[config.mk]
export PLATFORM = sky130hd
export DESIGN_NAME = serial_add_ctrl_flat
export DESIGN_NICKNAME = d
export VERILOG_FILES = /design/src/rtl/serial_add_ctrl_if.sv /design/src/rtl/serial_add_ctrl.sv /design/src/flat_wrapper.sv
export SDC_FILE = /design/constraint.sdc
export NUM_CORES = 1
export LEC_CHECK = 0
export BUFFER_PORTS_ARGS = -buffer_cell sky130_fd_sc_hd__buf_2
export CAP_MARGIN = 20
export CELL_PAD_IN_SITES_DETAIL_PLACEMENT = 1
export CELL_PAD_IN_SITES_GLOBAL_PLACEMENT = 1
export CORE_AREA = 5 5 73 68
export CTS_CLUSTER_SIZE = 10
export DETAILED_ROUTE_END_ITERATION = 8
export DIE_AREA = 0 0 78 73
export HOLD_SLACK_MARGIN = 0.12
export PLACE_DENSITY = 0.82
export SETUP_SLACK_MARGIN = 0.05
export SLEW_MARGIN = 20
export SYNTH_ARGS = -nofsm -noshare
export SYNTH_HDL_FRONTEND = slang
export SYNTH_HIERARCHICAL = 1
export SYNTH_SLANG_ARGS = --single-unit
[constraint.sdc]
create_clock -name clk -period 1.6 [get_ports clk]
set_input_delay 0.32 -clock clk [delete_from_list [all_inputs] [get_ports clk]]
set_output_delay 0.32 -clock clk [all_outputs]
set_load 0.01 [all_outputs]
[src/rtl/serial_add_ctrl_if.sv]
// rtl/serial_add_ctrl_if.sv - command/result bundle between an add requester and the serial adder
interface serial_add_ctrl_if #(
    parameter int WIDTH = 8
);
    logic             start;
    logic [WIDTH-1:0] a_in;
    logic [WIDTH-1:0] b_in;
    logic             cin_in;
    logic             busy;
    logic             done;
    logic [WIDTH-1:0] sum_out;
    logic             cout_out;

    modport master (
        output start, a_in, b_in, cin_in,
        input  busy, done, sum_out, cout_out
    );

    modport slave (
        input  start, a_in, b_in, cin_in,
        output busy, done, sum_out, cout_out
    );
endinterface

[src/rtl/serial_add_ctrl.sv]
// rtl/serial_add_ctrl.sv - bit-serial adder sequencer driving one shared fulladder cell
module fulladder (
    input  logic a,
    input  logic b,
    input  logic cin,
    output logic sum,
    output logic cout
);
    assign sum  = a ^ b ^ cin;
    assign cout = (a & b) | (cin & (a ^ b));
endmodule

module serial_add_ctrl #(
    parameter int WIDTH = 8
) (
    input  logic             clk,
    input  logic             rst,
    serial_add_ctrl_if.slave bus
);
    localparam int               CNT_W    = $clog2(WIDTH);
    localparam logic [CNT_W-1:0] LAST_CNT = CNT_W'(WIDTH - 1);

    typedef enum logic [1:0] {
        ST_IDLE = 2'd0,
        ST_RUN  = 2'd1,
        ST_DONE = 2'd2
    } state_t;

    state_t           state;
    state_t           state_nxt;
    logic             accept;
    logic             last_bit;

    logic [WIDTH-1:0] a_sr;
    logic [WIDTH-1:0] b_sr;
    logic [WIDTH-2:0] s_sr;
    logic [WIDTH-1:0] s_full;
    logic             carry;
    logic [CNT_W-1:0] cnt;
    logic [WIDTH-1:0] sum_q;
    logic             cout_q;

    logic             fa_sum;
    logic             fa_cout;

    fulladder u_fa (
        .a    (a_sr[0]),
        .b    (b_sr[0]),
        .cin  (carry),
        .sum  (fa_sum),
        .cout (fa_cout)
    );

    assign last_bit = (cnt == LAST_CNT);
    // Partial sum plus the bit being produced this cycle, MSB-aligned.
    assign s_full   = {fa_sum, s_sr};

    always_ff @(posedge clk) begin
        if (rst) begin
            state <= ST_IDLE;
        end else begin
            state <= state_nxt;
        end
    end

    always_comb begin
        state_nxt = state;
        accept    = 1'b0;
        bus.busy  = 1'b0;
        bus.done  = 1'b0;
        case (state)
            ST_IDLE: begin
                if (bus.start) begin
                    accept    = 1'b1;
                    state_nxt = ST_RUN;
                end
            end
            ST_RUN: begin
                bus.busy = 1'b1;
                if (last_bit) begin
                    state_nxt = ST_DONE;
                end
            end
            ST_DONE: begin
                bus.done = 1'b1;
                if (bus.start) begin
                    accept    = 1'b1;
                    state_nxt = ST_RUN;
                end else begin
                    state_nxt = ST_IDLE;
                end
            end
            default: begin
                state_nxt = ST_IDLE;
            end
        endcase
    end

    always_ff @(posedge clk) begin
        if (rst) begin
            a_sr   <= '0;
            b_sr   <= '0;
            s_sr   <= '0;
            carry  <= 1'b0;
            cnt    <= '0;
            sum_q  <= '0;
            cout_q <= 1'b0;
        end else if (accept) begin
            a_sr  <= bus.a_in;
            b_sr  <= bus.b_in;
            carry <= bus.cin_in;
            cnt   <= '0;
        end else if (state == ST_RUN) begin
            a_sr  <= a_sr >> 1;
            b_sr  <= b_sr >> 1;
            s_sr  <= s_full[WIDTH-1:1];
            carry <= fa_cout;
            cnt   <= cnt + 1'b1;
            // Result registers move only here so the previous answer stays readable mid-run.
            if (last_bit) begin
                sum_q  <= s_full;
                cout_q <= fa_cout;
            end
        end
    end

    assign bus.sum_out  = sum_q;
    assign bus.cout_out = cout_q;
endmodule
[src/flat_wrapper.sv]
// flat-port wrapper written by rule: the top's interface ports become plain ports
module serial_add_ctrl_flat 
#(
    parameter int WIDTH = 8
)
  (clk, rst, bus_start, bus_a_in, bus_b_in, bus_cin_in, bus_busy, bus_done, bus_sum_out, bus_cout_out);
  serial_add_ctrl_if #(.WIDTH(WIDTH)) bus_i ();
  input  logic clk;
  input  logic rst;
  input wire logic [$bits(bus_i.start)-1:0] bus_start;
  input wire logic [$bits(bus_i.a_in)-1:0] bus_a_in;
  input wire logic [$bits(bus_i.b_in)-1:0] bus_b_in;
  input wire logic [$bits(bus_i.cin_in)-1:0] bus_cin_in;
  output wire logic [$bits(bus_i.busy)-1:0] bus_busy;
  output wire logic [$bits(bus_i.done)-1:0] bus_done;
  output wire logic [$bits(bus_i.sum_out)-1:0] bus_sum_out;
  output wire logic [$bits(bus_i.cout_out)-1:0] bus_cout_out;
  assign bus_i.start = bus_start;
  assign bus_i.a_in = bus_a_in;
  assign bus_i.b_in = bus_b_in;
  assign bus_i.cin_in = bus_cin_in;
  assign bus_busy = bus_i.busy;
  assign bus_done = bus_i.done;
  assign bus_sum_out = bus_i.sum_out;
  assign bus_cout_out = bus_i.cout_out;
  serial_add_ctrl #(.WIDTH(WIDTH)) u_core (.clk(clk), .rst(rst), .bus(bus_i));
endmodule
==> summary.md, run 1 <==
| Metric | Value |
|---|---|
| Maximum clock path buffer count | 2 |
| FF-to-FF End | u_core/bus.sum_out[0] |
| Starting Density | 0.367 |
| Gr usage total | 0.134 |
| Largest delay share family, worst path | flip-flops |
| Global route overflow | 0 |
| Port Buffers | 30 |
| R2R cell count | 5 |
| Ys Warns | 6 |
| GP Congestion | 0.683 |
| Final Net Count | 234 |
| Chain of cells forming the critical path | nand2b_1 -> clkinv_4 -> buf_2 |
| CTS sink count | 38 |
| CP max stage delay | 0.34 ns |
| Detailed Place HPWL | 2320 µm |
| Routed met3 length | 137 µm |
| Hold Path Origin | bus_a_in[7] |
| Final max-slew violation count | 0 |
| ANT cells | 0 |
| Slew HR | 0.703 |
| Setup slack after layout | 0.202 ns |
| Share of cells above drive strength 1 | 0.245 |
| Die Height | about 73 µm |
| Post-Route WL | 3680 µm |
| Full die area | 5690 µm² |
| Worst Tran Pin Value | 0.445 ns |
| Ys flop type | dfxtp_1 |
| Critical path class | reg -> out |
| Initial DRC Count | 101 |
| Largest net degree at the start of global routing | 39 |
| F_max | slightly above 700 MHz |
| Crit path DAT | roughly 1.1 ns |
| Share of power burned in registers | 0.531 |
| DRT met1 WL | 1640 µm |
| Via/cell ratio | between 5 and 6 |
| CTS tree | done |
| Post-synth EDFFs | 0 |
| # IOs | 31 |
| Post-CTS Hold Fix Bufs | 0 |
| Peak supply drop | 0.312 mV |
| Global-route wire length before repair | 6140 µm |
| Worst-path fanout max | 3 |
| CP endpoint kind | primary output |
| Most frequent cells in the layout | nand2_1 (46), dfxtp_1 (38), buf_2 (30) |
| R2R Setup Slk | 0.23 ns |
| Finished Layout Cells | 262 |
| TNS Setup | 0 ns |
| Total number of vias | 1,363 |
| H-tree levels | 2 |
| Worst path slowest cell | dfxtp_1 |
| Mapped Area | around 1600 µm² |
| Net Count, Synth | about 200 |
| Met2 wire len | about 1800 µm |
| Core Footprint | 4230 µm² |
| Setup crit start kind | flop |
| Number of global-route vias before repair | 1,400 |
| Worst-path clk slew | 0.08 ns |
| Pint | 1430 µW |
| Initial antenna violation count | 1 |
| Hold WS | 0.278 ns |
| Max layer used | met5 |
| Fin crit share | 0.874 |
| Chip width | 78 µm |
| WL per Instance | 14.0 µm |
| Hold crit path type | in -> reg |
| Final Util | 0.436 |
| Switching Share | 0.253 |
| Pre-CTS worst setup slack | approximately 0.24 ns |
| Synth Register Bits | 38 |
| Synth cell types | 23 |
| Syn avg cell area | 8.62 µm² |
| Hold path endpoint | u_core/a_sr[7] |
| Clk_lat worst skew | 0.29 ns |
| Clock power share | 0.349 |
| RR Startpoint | u_core/cnt[0] |
| Max-cap violation count | 0 |
| Area Overhead vs Synth | 19.0% |
| Post-route ant nets | 0 |
| PwrDens | 1040 nW/µm² |
| Synth Instances | 180 |
| Logic pwr share | 0.120 |
| DRT Pass-1 Iters | 4 |
| Number of CTS-inserted buffers | 5 |
| DRC viols | 0 |
| CTS root buf | clkbuf_8 |
| Lkg Pwr | a little over 0.0007 µW |
| RSZ-0062 raised after global routing | false |
| Final setup vio count | 0 |
| CP bufs+invs | 2 |
| Hold Fails Final Rpt | 0 |
| Clock Skew | 0.00785 ns |
| # rows | 23 |
| Req. time, crit path | 1.28 ns |
| Minimum clock period | 1.40 ns |
| Placed Cells | approximately 250 |
| Hold Path Stages | 3 |
| Ys async rst share | 0 |
| Most common cell after layout, fill and taps aside | nand2_1 |
| Net switching power | 485 µW |
| Status | complete, no violations |
| Seq/Total Area, Yosys | 0.490 |
[repair_timing]
| action | CTS | global route |
|---|---|---|
| setup endpoints to repair | 1 | 0 |
| resized for setup | 0 | 0 |
| buffers inserted | 1 | 0 |
[per-layer routing]
metal,GRT usage,up-vias
met5,0,-
li1,-,678
met3,0.0358,9
met4,0.0582,2
met2,0.234,19
met1,0.156,655
[registers in the layout, summed over array words and instances, names as in the netlist]
| register | count |
|---|---|
| u_core/state | 2 |
| u_core/a_sr | 8 |
| u_core/bus.sum_out | 8 |
| u_core/bus.cout_out | 1 |
| u_core/b_sr | 8 |
| u_core/cnt | 3 |
| u_core/carry | 1 |
| u_core/s_sr | 7 |
[synthesized netlist by cell type, drive strengths merged (2+ instances only)]
| cell | number | area (µm²) |
|---|---|---|
| nand2 | 46 | 173 |
| nor2b | 2 | 12.5 |
| dfxtp | 38 | 761 |
| o22ai | 3 | 18.8 |
| clkbuf | 6 | 23.8 |
| nand3 | 11 | 55.1 |
| buf | 9 | 63.8 |
| a311oi | 11 | 128 |
| ha | 2 | 25.0 |
| nor2 | 13 | 48.8 |
| nand2b | 2 | 12.5 |
| a21oi | 18 | 90.1 |
| mux2i | 3 | 30.0 |
| nor3 | 10 | 50.1 |
[logic make-up after synthesis]
| group | share of synthesized area |
|---|---|
| adder cells (fa/ha/maj) | 0.0290 |
| AO/OA/AOI/OAI | 0.162 |
| buffers and inverters | 0.0621 |
| AND/OR/NAND/NOR | 0.231 |
| multiplexers | 0.0194 |
| flip-flops | 0.490 |
| XOR/XNOR | 0.00565 |
[per-stage QoR]
stage	total power, µW	area, µm²
4_1_cts	1940	1850
6_report	1920	1850
5_1_grt	2010	1850
3_3_place_gp	1260	1740
3_5_place_dp	1260	1740
2_1_floorplan	1200	1550
[worst min-delay path, cell delays in order]
cell	delay, ns
buf_2	0.10
nand2_1	0.05
a21oi_1	0.05
[worst max-delay path by stage]
stage,startpoint,endpoint,slack (ns),cells after the start
after floorplan,u_core/cnt[0],u_core/state[0],0.40,5
after global placement,u_core/cnt[0],u_core/bus.sum_out[2],0.28,5
after detailed placement,u_core/cnt[0],u_core/bus.sum_out[0],0.24,5
after CTS,u_core/state[1],bus_busy,0.19,3
after global routing,u_core/state[1],u_core/a_sr[6],0.10,4
final,u_core/state[1],bus_busy,0.20,3
[power groups by stage]
stage               registers [µW]  clock network (µW)  logic (µW)
floorplan                     1030                   0         170
global placement              1040                   0         219
detailed placement            1040                   0         224
CTS                           1020                 693         233
global route                  1020                 728         259
finish                        1020                 671         230
[area by class of cell]
class	count	area [µm²]
clock inverters	1	5.00
inverters	1	8.76
repair buffers	38	223
flip-flops and latches	38	761
well taps	50	62.6
clock buffers	7	86.3
repair inverters	1	5.00
multi-input cells	126	694
fillers	511	2380
No activity file was read; power rests on OpenSTA's default activity.
==> run 2: changes to the inputs <==
--- a/config.mk
+++ b/config.mk
@@ -14,7 +14,7 @@
 export DETAILED_ROUTE_END_ITERATION = 8
 export DIE_AREA = 0 0 78 73
 export HOLD_SLACK_MARGIN = 0.12
-export PLACE_DENSITY = 0.82
+export PLACE_DENSITY = 0.86
 export SETUP_SLACK_MARGIN = 0.05
 export SLEW_MARGIN = 20
 export SYNTH_ARGS = -nofsm -noshare
==> run 2 against run 1 <==
Effect of this change: final cell count fell by 0.76%; sequential power barely moved; clock power is 9.4% lower; final area decreased by 1.2%; combinational power increased by 3%; core utilization is 0.53 points lower; global-route usage up 1.0 points; clock skew down 0.0037 ns; critical path depth is the same; die area is the same; first-iteration DRC count down 11%; hold slack worse by 0.0022 ns; critical path type unchanged; largest cell class unchanged; largest power group unchanged.
==> summary.md, run 2 (synthesized netlist as in run 1, its figures left out) <==
| Metric | Value |
|---|---|
| Status | complete, no violations |
| Global route overflow | 0 (unchanged) |
| Initial antenna violation count | 0 (-1) |
| F_max | 711 MHz (-0.63%) |
| Most frequent cells in the layout | nand2_1 (46), dfxtp_1 (38), buf_2 (30) |
| GP Congestion | 0.667 (-2.3%) |
| Slew HR | 0.736 (+0.0340) |
| Clk_lat worst skew | 0.29 ns (about the same) |
| Core Footprint | 4230 µm² (unchanged) |
| Area Overhead vs Synth | 17.5% |
| H-tree levels | 2 (unchanged) |
| Number of global-route vias before repair | 1,412 (+0.86%) |
| PwrDens | 1020 nW/µm² (-1.7%) |
| Chip width | 78 µm (unchanged) |
| Via/cell ratio | 5.16 (-0.86%) |
| Setup crit start kind | flop |
| RR Startpoint | u_core/state[1] |
| Clock Skew | 0.00412 ns (-0.00373 ns) |
| CTS sink count | 38 (unchanged) |
| Port Buffers | 30 (unchanged) |
| # rows | 23 (unchanged) |
| FF-to-FF End | u_core/b_sr[5] |
| Most common cell after layout, fill and taps aside | nand2_1 |
| Hold Path Origin | bus_a_in[7] |
| Post-Route WL | 3740 µm (+1.6%) |
| WL per Instance | 14.4 µm (+2.4%) |
| Worst-path clk slew | 0.07 ns (about the same) |
| # IOs | 31 (unchanged) |
| TNS Setup | 0 ns (unchanged) |
| Hold Path Stages | 3 (unchanged) |
| Post-route ant nets | 0 (unchanged) |
| Final setup vio count | 0 (unchanged) |
| R2R cell count | 4 (-1) |
| Lkg Pwr | 0.000711 µW (-2.1%) |
| Final max-slew violation count | 0 (unchanged) |
| ANT cells | 0 (unchanged) |
| Post-CTS Hold Fix Bufs | 0 (unchanged) |
| Fillers | 519 (+1.6%) |
| CTS tree | done |
| Hold path endpoint | u_core/a_sr[7] |
| Full die area | 5690 µm² (unchanged) |
| Detailed Place HPWL | 2520 µm (+8.7%) |
| DRT Pass-1 Iters | 4 (unchanged) |
| Global-route wire length before repair | 6490 µm (+5.6%) |
| Fin crit share | 0.880 (+0.00552) |
| Postcts setup bufs | 1 (unchanged) |
| Max-cap violation count | 0 (unchanged) |
| Hold crit path type | in -> reg |
| Placed Cells | 251 (-0.40%) |
| Register area | 761 µm² (unchanged) |
| Minimum clock period | 1.41 ns (+0.00884 ns) |
| Area of the multi-input gates | 694 µm² (unchanged) |
| Share of cells above drive strength 1 | 0.233 (-0.0119) |
| Starting Density | 0.367 (unchanged) |
| CTS root buf | clkbuf_8 |
| Crit path DAT | 1.09 ns (about the same) |
| Finished Layout Cells | 260 (-0.76%) |
| Final Net Count | 233 (-0.43%) |
| Maximum clock path buffer count | 2 (unchanged) |
| Peak supply drop | 0.333 mV (+6.7%) |
| RSZ-0062 raised after global routing | false |
| Initial DRC Count | 90 (-11%) |
| CP endpoint kind | primary output |
| Die Height | 73 µm (unchanged) |
| Total number of vias | 1,341 (-1.6%) |
| R2R Setup Slk | 0.21 ns (-0.02 ns) |
| Hold Fails Final Rpt | 0 (unchanged) |
| Largest net degree at the start of global routing | 39 (unchanged) |
| Req. time, crit path | 1.28 ns (about the same) |
| Critical path class | reg -> out |
| DRC viols | 0 (unchanged) |
| Worst Tran Pin Value | 0.394 ns (-0.0508 ns) |
| Number of CTS-inserted buffers | 5 (unchanged) |
| Gr usage total | 0.144 (+0.0101) |
| Post-CTS Resized | 0 (unchanged) |
| Worst-path fanout max | 3 (unchanged) |
-- run 2: how the worst max path moves through the flow --
stage          slack, ns             from                    end  cells after the start
5_1_grt              0.1  u_core/state[1]         u_core/b_sr[2]                      4
4_1_cts             0.18    u_core/cnt[0]  u_core/bus.sum_out[3]                      5
2_1_floorplan       0.40    u_core/cnt[0]        u_core/state[0]                      5
6_report            0.19  u_core/state[1]               bus_busy                      3
3_3_place_gp        0.28    u_core/cnt[0]  u_core/bus.sum_out[5]                      5
3_5_place_dp        0.20    u_core/cnt[0]  u_core/bus.sum_out[3]                      5
-- run 2: metrics by stage --
stage | total power [µW] | setup slack, ns | util | hold WS [ns] | cell area [µm²]
6_report | 1860 | 0.193 | 0.431 | 0.276 | 1820
5_1_grt | 1950 | 0.0955 | 0.431 | 0.304 | 1820
4_1_cts | 1880 | 0.185 | 0.431 | 0.273 | 1820
3_5_place_dp | 1270 | 0.197 | 0.410 | 0.446 | 1730
3_3_place_gp | 1260 | 0.276 | 0.410 | 0.442 | 1730
2_1_floorplan | 1200 | 0.405 | - | 0.437 | 1550
-- run 2: layer usage --
metal / share of wire / up-vias / GRT usage
met5: 0 / - / 0
met4: 0.036 / 0 / 0.0732
met3: 0.037 / 11 / 0.0469
met2: 0.47 / 23 / 0.227
met1: 0.46 / 632 / 0.178
li1: - / 675 / -
-- run 2: power breakdown --
part | total, µW | switching, µW | internal (µW)
sequential | 1020 | 27.3 | 992
combinational | 237 | 142 | 94.9
clock | 608 | 309 | 300
total | 1860 | 478 | 1390
-- run 2: layout make-up --
| cell class | count | area share |
|---|---|---|
| clock buffer | 7 | 0.0419 |
| inverter | 1 | 0.00480 |
| multi-input combinational | 126 | 0.381 |
| sequential | 38 | 0.417 |
| tap | 50 | 0.0343 |
| timing repair buffer | 37 | 0.118 |
| timing repair inverter | 1 | 0.00275 |
-- run 2: critical path, cell delays in order (launching register included) --
cell and delay, ns:
dfxtp_1 0.34, nand2b_1 0.24, clkinv_4 0.07, buf_2 0.14
==> run 3: changes to the inputs <==
--- a/config.mk
+++ b/config.mk
@@ -5,16 +5,17 @@
 export SDC_FILE = /design/constraint.sdc
 export NUM_CORES = 1
 export LEC_CHECK = 0
+export ABC_AREA = 1
 export BUFFER_PORTS_ARGS = -buffer_cell sky130_fd_sc_hd__buf_2
 export CAP_MARGIN = 20
 export CELL_PAD_IN_SITES_DETAIL_PLACEMENT = 1
 export CELL_PAD_IN_SITES_GLOBAL_PLACEMENT = 1
-export CORE_AREA = 5 5 73 68
+export CORE_AREA = 5 5 77 72
 export CTS_CLUSTER_SIZE = 10
 export DETAILED_ROUTE_END_ITERATION = 8
-export DIE_AREA = 0 0 78 73
+export DIE_AREA = 0 0 82 77
 export HOLD_SLACK_MARGIN = 0.12
-export PLACE_DENSITY = 0.86
+export PLACE_DENSITY_LB_ADDON = 0.1
 export SETUP_SLACK_MARGIN = 0.05
 export SLEW_MARGIN = 20
 export SYNTH_ARGS = -nofsm -noshare
==> run 3 against run 2 <==
Effect of this change: fmax decreased by 2.9%; combinational power increased by 26%; wire length increased by 10%; synthesized cell count increased by 31%; critical path depth unchanged; synthesized area increased by 15%; sequential share of layout area decreased by 4.7 points; setup slack got worse by 0.042 ns; largest cell class is now multi-input gates.
==> summary.md, run 3 <==
| Metric | Value |
|---|---|
| Ys Warns | 6 (unchanged) |
| F_max | 690 MHz (-2.9%) |
| Final Net Count | 290 (+24%) |
| Peak supply drop | 0.385 mV (+16%) |
| CTS sink count | 38 (unchanged) |
| Synth cell types | 24 (+4.3%) |
| Postcts setup bufs | 0 (-1) |
| RSZ-0062 raised after global routing | false |
| Mapped Area | 1790 µm² (+15%) |
| Share of power burned in registers | 0.511 (-0.036) |
| WL per Instance | 12.4 µm (-14%) |
| Gr usage total | 0.143 (-0.00102) |
| Slew HR | 0.725 (-0.0119) |
| RR Startpoint | u_core/cnt[0] |
| Ys flop type | dfxtp_1 |
| Fillers | 614 (+18%) |
| Starting Density | 0.381 (+0.0147) |
| Placed Cells | 325 (+29%) |
| Die Height | 77 µm (+5.5%) |
| Post-route ant nets | 0 (unchanged) |
| Via/cell ratio | 4.56 (-12%) |
| Total number of vias | 1,518 (+13%) |
| Area Overhead vs Synth | 15.5% |
| Post-CTS Hold Fix Bufs | 0 (unchanged) |
| Hold path endpoint | u_core/b_sr[7] |
| Top cells by count, synth | nand2_1 (44), dfxtp_1 (38), nor2_1 (38), inv_1 (27), o21ai_0 (21) |
| Synth Instances | 235 (+31%) |
| # rows | 24 (+4.3%) |
| Ys async rst share | 0 (unchanged) |
| Post-synth EDFFs | 0 (unchanged) |
| Finished Cell Area | 2060 µm² (+13%) |
| Lkg Pwr | 0.000999 µW (+40%) |
| Crit path DAT | 1.13 ns (+0.04 ns) |
| Synth Register Bits | 38 (unchanged) |
| Most common cell after layout, fill and taps aside | nand2_1 |
| Final Util | 0.440 (+0.00950) |
| Hold Fails Final Rpt | 0 (unchanged) |
| Post-synth top area share | 0.426 (-0.0646) |
| ANT cells | 0 (unchanged) |
| Critical path class | reg -> out |
| Hold WS | 0.262 ns (-0.0136 ns) |
| Max-cap violation count | 0 (unchanged) |
| Seq/Total Area, Yosys | 0.426 (-0.0646) |
| Net switching power | 584 µW (+22%) |
| Register area | 764 µm² (+0.49%) |
| Leading area contributor after synthesis | dfxtp_1 |
| Global route overflow | 0 (unchanged) |
| Final setup vio count | 0 (unchanged) |
| Chip width | 82 µm (+5.1%) |
| Clock power share | 0.343 (+0.017) |
| Final max-slew violation count | 0 (unchanged) |
| Clock Skew | 0.00585 ns (+0.00173 ns) |
| PwrDens | 994 nW/µm² (-2.7%) |
| FF-to-FF End | u_core/bus.sum_out[5] |
| H-tree levels | 2 (unchanged) |
| Logic pwr share | 0.146 (+0.019) |
| Fin crit share | 0.906 (+0.0265) |
| Detailed Place HPWL | 2970 µm (+18%) |
| Switching Share | 0.285 (+0.0284) |
| Area of the multi-input gates | 807 µm² (+16%) |
| CP endpoint kind | primary output |
| Maximum clock path buffer count | 2 (unchanged) |
| Share of cells above drive strength 1 | 0.291 (+0.0577) |
| Port Buffers | 30 (unchanged) |
| Full die area | 6310 µm² (+11%) |
| Post-Route WL | 4110 µm (+10%) |
| R2R Setup Slk | 0.27 ns (+0.06 ns) |
| Largest net degree at the start of global routing | 29 (-26%) |
| Finished Layout Cells | 333 (+28%) |
| Top cells by area, synth | dfxtp_1 (43%), nand2_1 (9.2%), nor2_1 (8.0%), o21ai_0 (5.9%), inv_1 (5.7%) |
| CTS root buf | clkbuf_8 |
| Worst Tran Pin Value | 0.413 ns (+0.0184 ns) |
| Global-route wire length before repair | 7010 µm (+8.1%) |
| Most frequent cells in the layout | nand2_1 (44), nor2_1 (38), dfxtp_1 (37) |
| Net Count, Synth | 258 (+27%) |
| Hold Path Stages | 3 (unchanged) |
| Req. time, crit path | 1.28 ns (about the same) |
| Core Footprint | 4680 µm² (+11%) |
| Number of global-route vias before repair | 1,532 (+8.5%) |
| Clk_lat worst skew | 0.29 ns (about the same) |
| Initial DRC Count | 39 (-57%) |
| Number of CTS-inserted buffers | 5 (unchanged) |
| TNS Setup | 0 ns (unchanged) |
| Status | complete, no violations |
| Count leader, synth | nand2_1 |
| DRC viols | 0 (unchanged) |
| GP Congestion | 0.706 (+5.8%) |
| Hold crit path type | in -> reg |
| DRT Pass-1 Iters | 4 (unchanged) |
| Initial antenna violation count | 0 (unchanged) |
| Setup crit start kind | flop |
| Pint | 1470 µW (+5.9%) |
| Post-CTS Resized | 3 (+3) |
| # IOs | 31 (unchanged) |
| R2R cell count | 7 (+3) |
| Worst-path fanout max | 10 (+7) |
| Minimum clock period | 1.45 ns (+0.0425 ns) |
| Syn avg cell area | 7.60 µm² (-12%) |
| DP Area | 1960 µm² (+13%) |
| CTS tree | done |
| Worst-path clk slew | 0.08 ns (about the same) |
| Hold Path Origin | bus_b_in[7] |
## run 3: changes by cell type after synthesis, moves of 7 or more
cell     before  now
nand3_2       0    7
nor2_1       13   38
nor2_2        0    8
a21oi_2       0    9
nor3_1       10    0
a21oi_1      18    6
o21ai_0       0   21
inv_1         0   27
## run 3: stage by stage
stage	worst slack, ns	total power [µW]
after global routing	0.0745	2170
after CTS	0.0931	2080
after global placement	0.184	1370
after floorplan	0.480	1300
after detailed placement	0.136	1370
final	0.150	2050
## run 3: worst max path at each step
stage / start / endpoint / slack (ns) / cells past startpoint
after floorplan: u_core/cnt[0] / u_core/bus.cout_out / 0.48 / 7
after global placement: u_core/state[0] / bus_busy / 0.18 / 3
after detailed placement: u_core/state[0] / bus_busy / 0.14 / 3
after CTS: u_core/state[1] / bus_busy / 0.09 / 4
after global routing: u_core/state[0] / bus_busy / 0.07 / 3
final: u_core/state[0] / bus_busy / 0.15 / 3
## run 3: worst max-delay path: stages (launching register included)
cell     delay [ns]
dfxtp_4        0.44
nand2_4        0.12
inv_4          0.12
buf_2          0.15
## run 3: cell type report
type	instances	share of cell area
clock buffers	6	0.0400
inverters	32	0.0619
multi-input cells	155	0.391
well taps	65	0.0394
repair buffers	35	0.0910
flip-flops and latches	38	0.371
clock inverters	2	0.00606
## run 3: routing by layer
layer	vias to the layer above	GRT usage	share of wire
li1	790	-	-
met1	699	0.177	0.49
met2	21	0.234	0.46
met3	8	0.0351	0.034
met4	0	0.0598	0.018
met5	-	0	0
## run 3: logic make-up after synthesis
| kind of cell | Yosys count | share of synthesized area |
|---|---|---|
| adder cells (fa/ha/maj) | 3 | 0.0252 |
| flip-flops | 38 | 0.426 |
| AO/OA/AOI/OAI | 36 | 0.120 |
| XOR/XNOR | 1 | 0.00490 |
| buffers and inverters | 42 | 0.123 |
| AND/OR/NAND/NOR | 115 | 0.302 |
## run 3: power groups by stage
stage	clock [µW]	combinational (µW)	sequential [µW]
6_report	703	299	1050
4_1_cts	723	305	1050
3_5_place_dp	0	301	1070
5_1_grt	770	341	1060
2_1_floorplan	0	250	1050
3_3_place_gp	0	295	1070
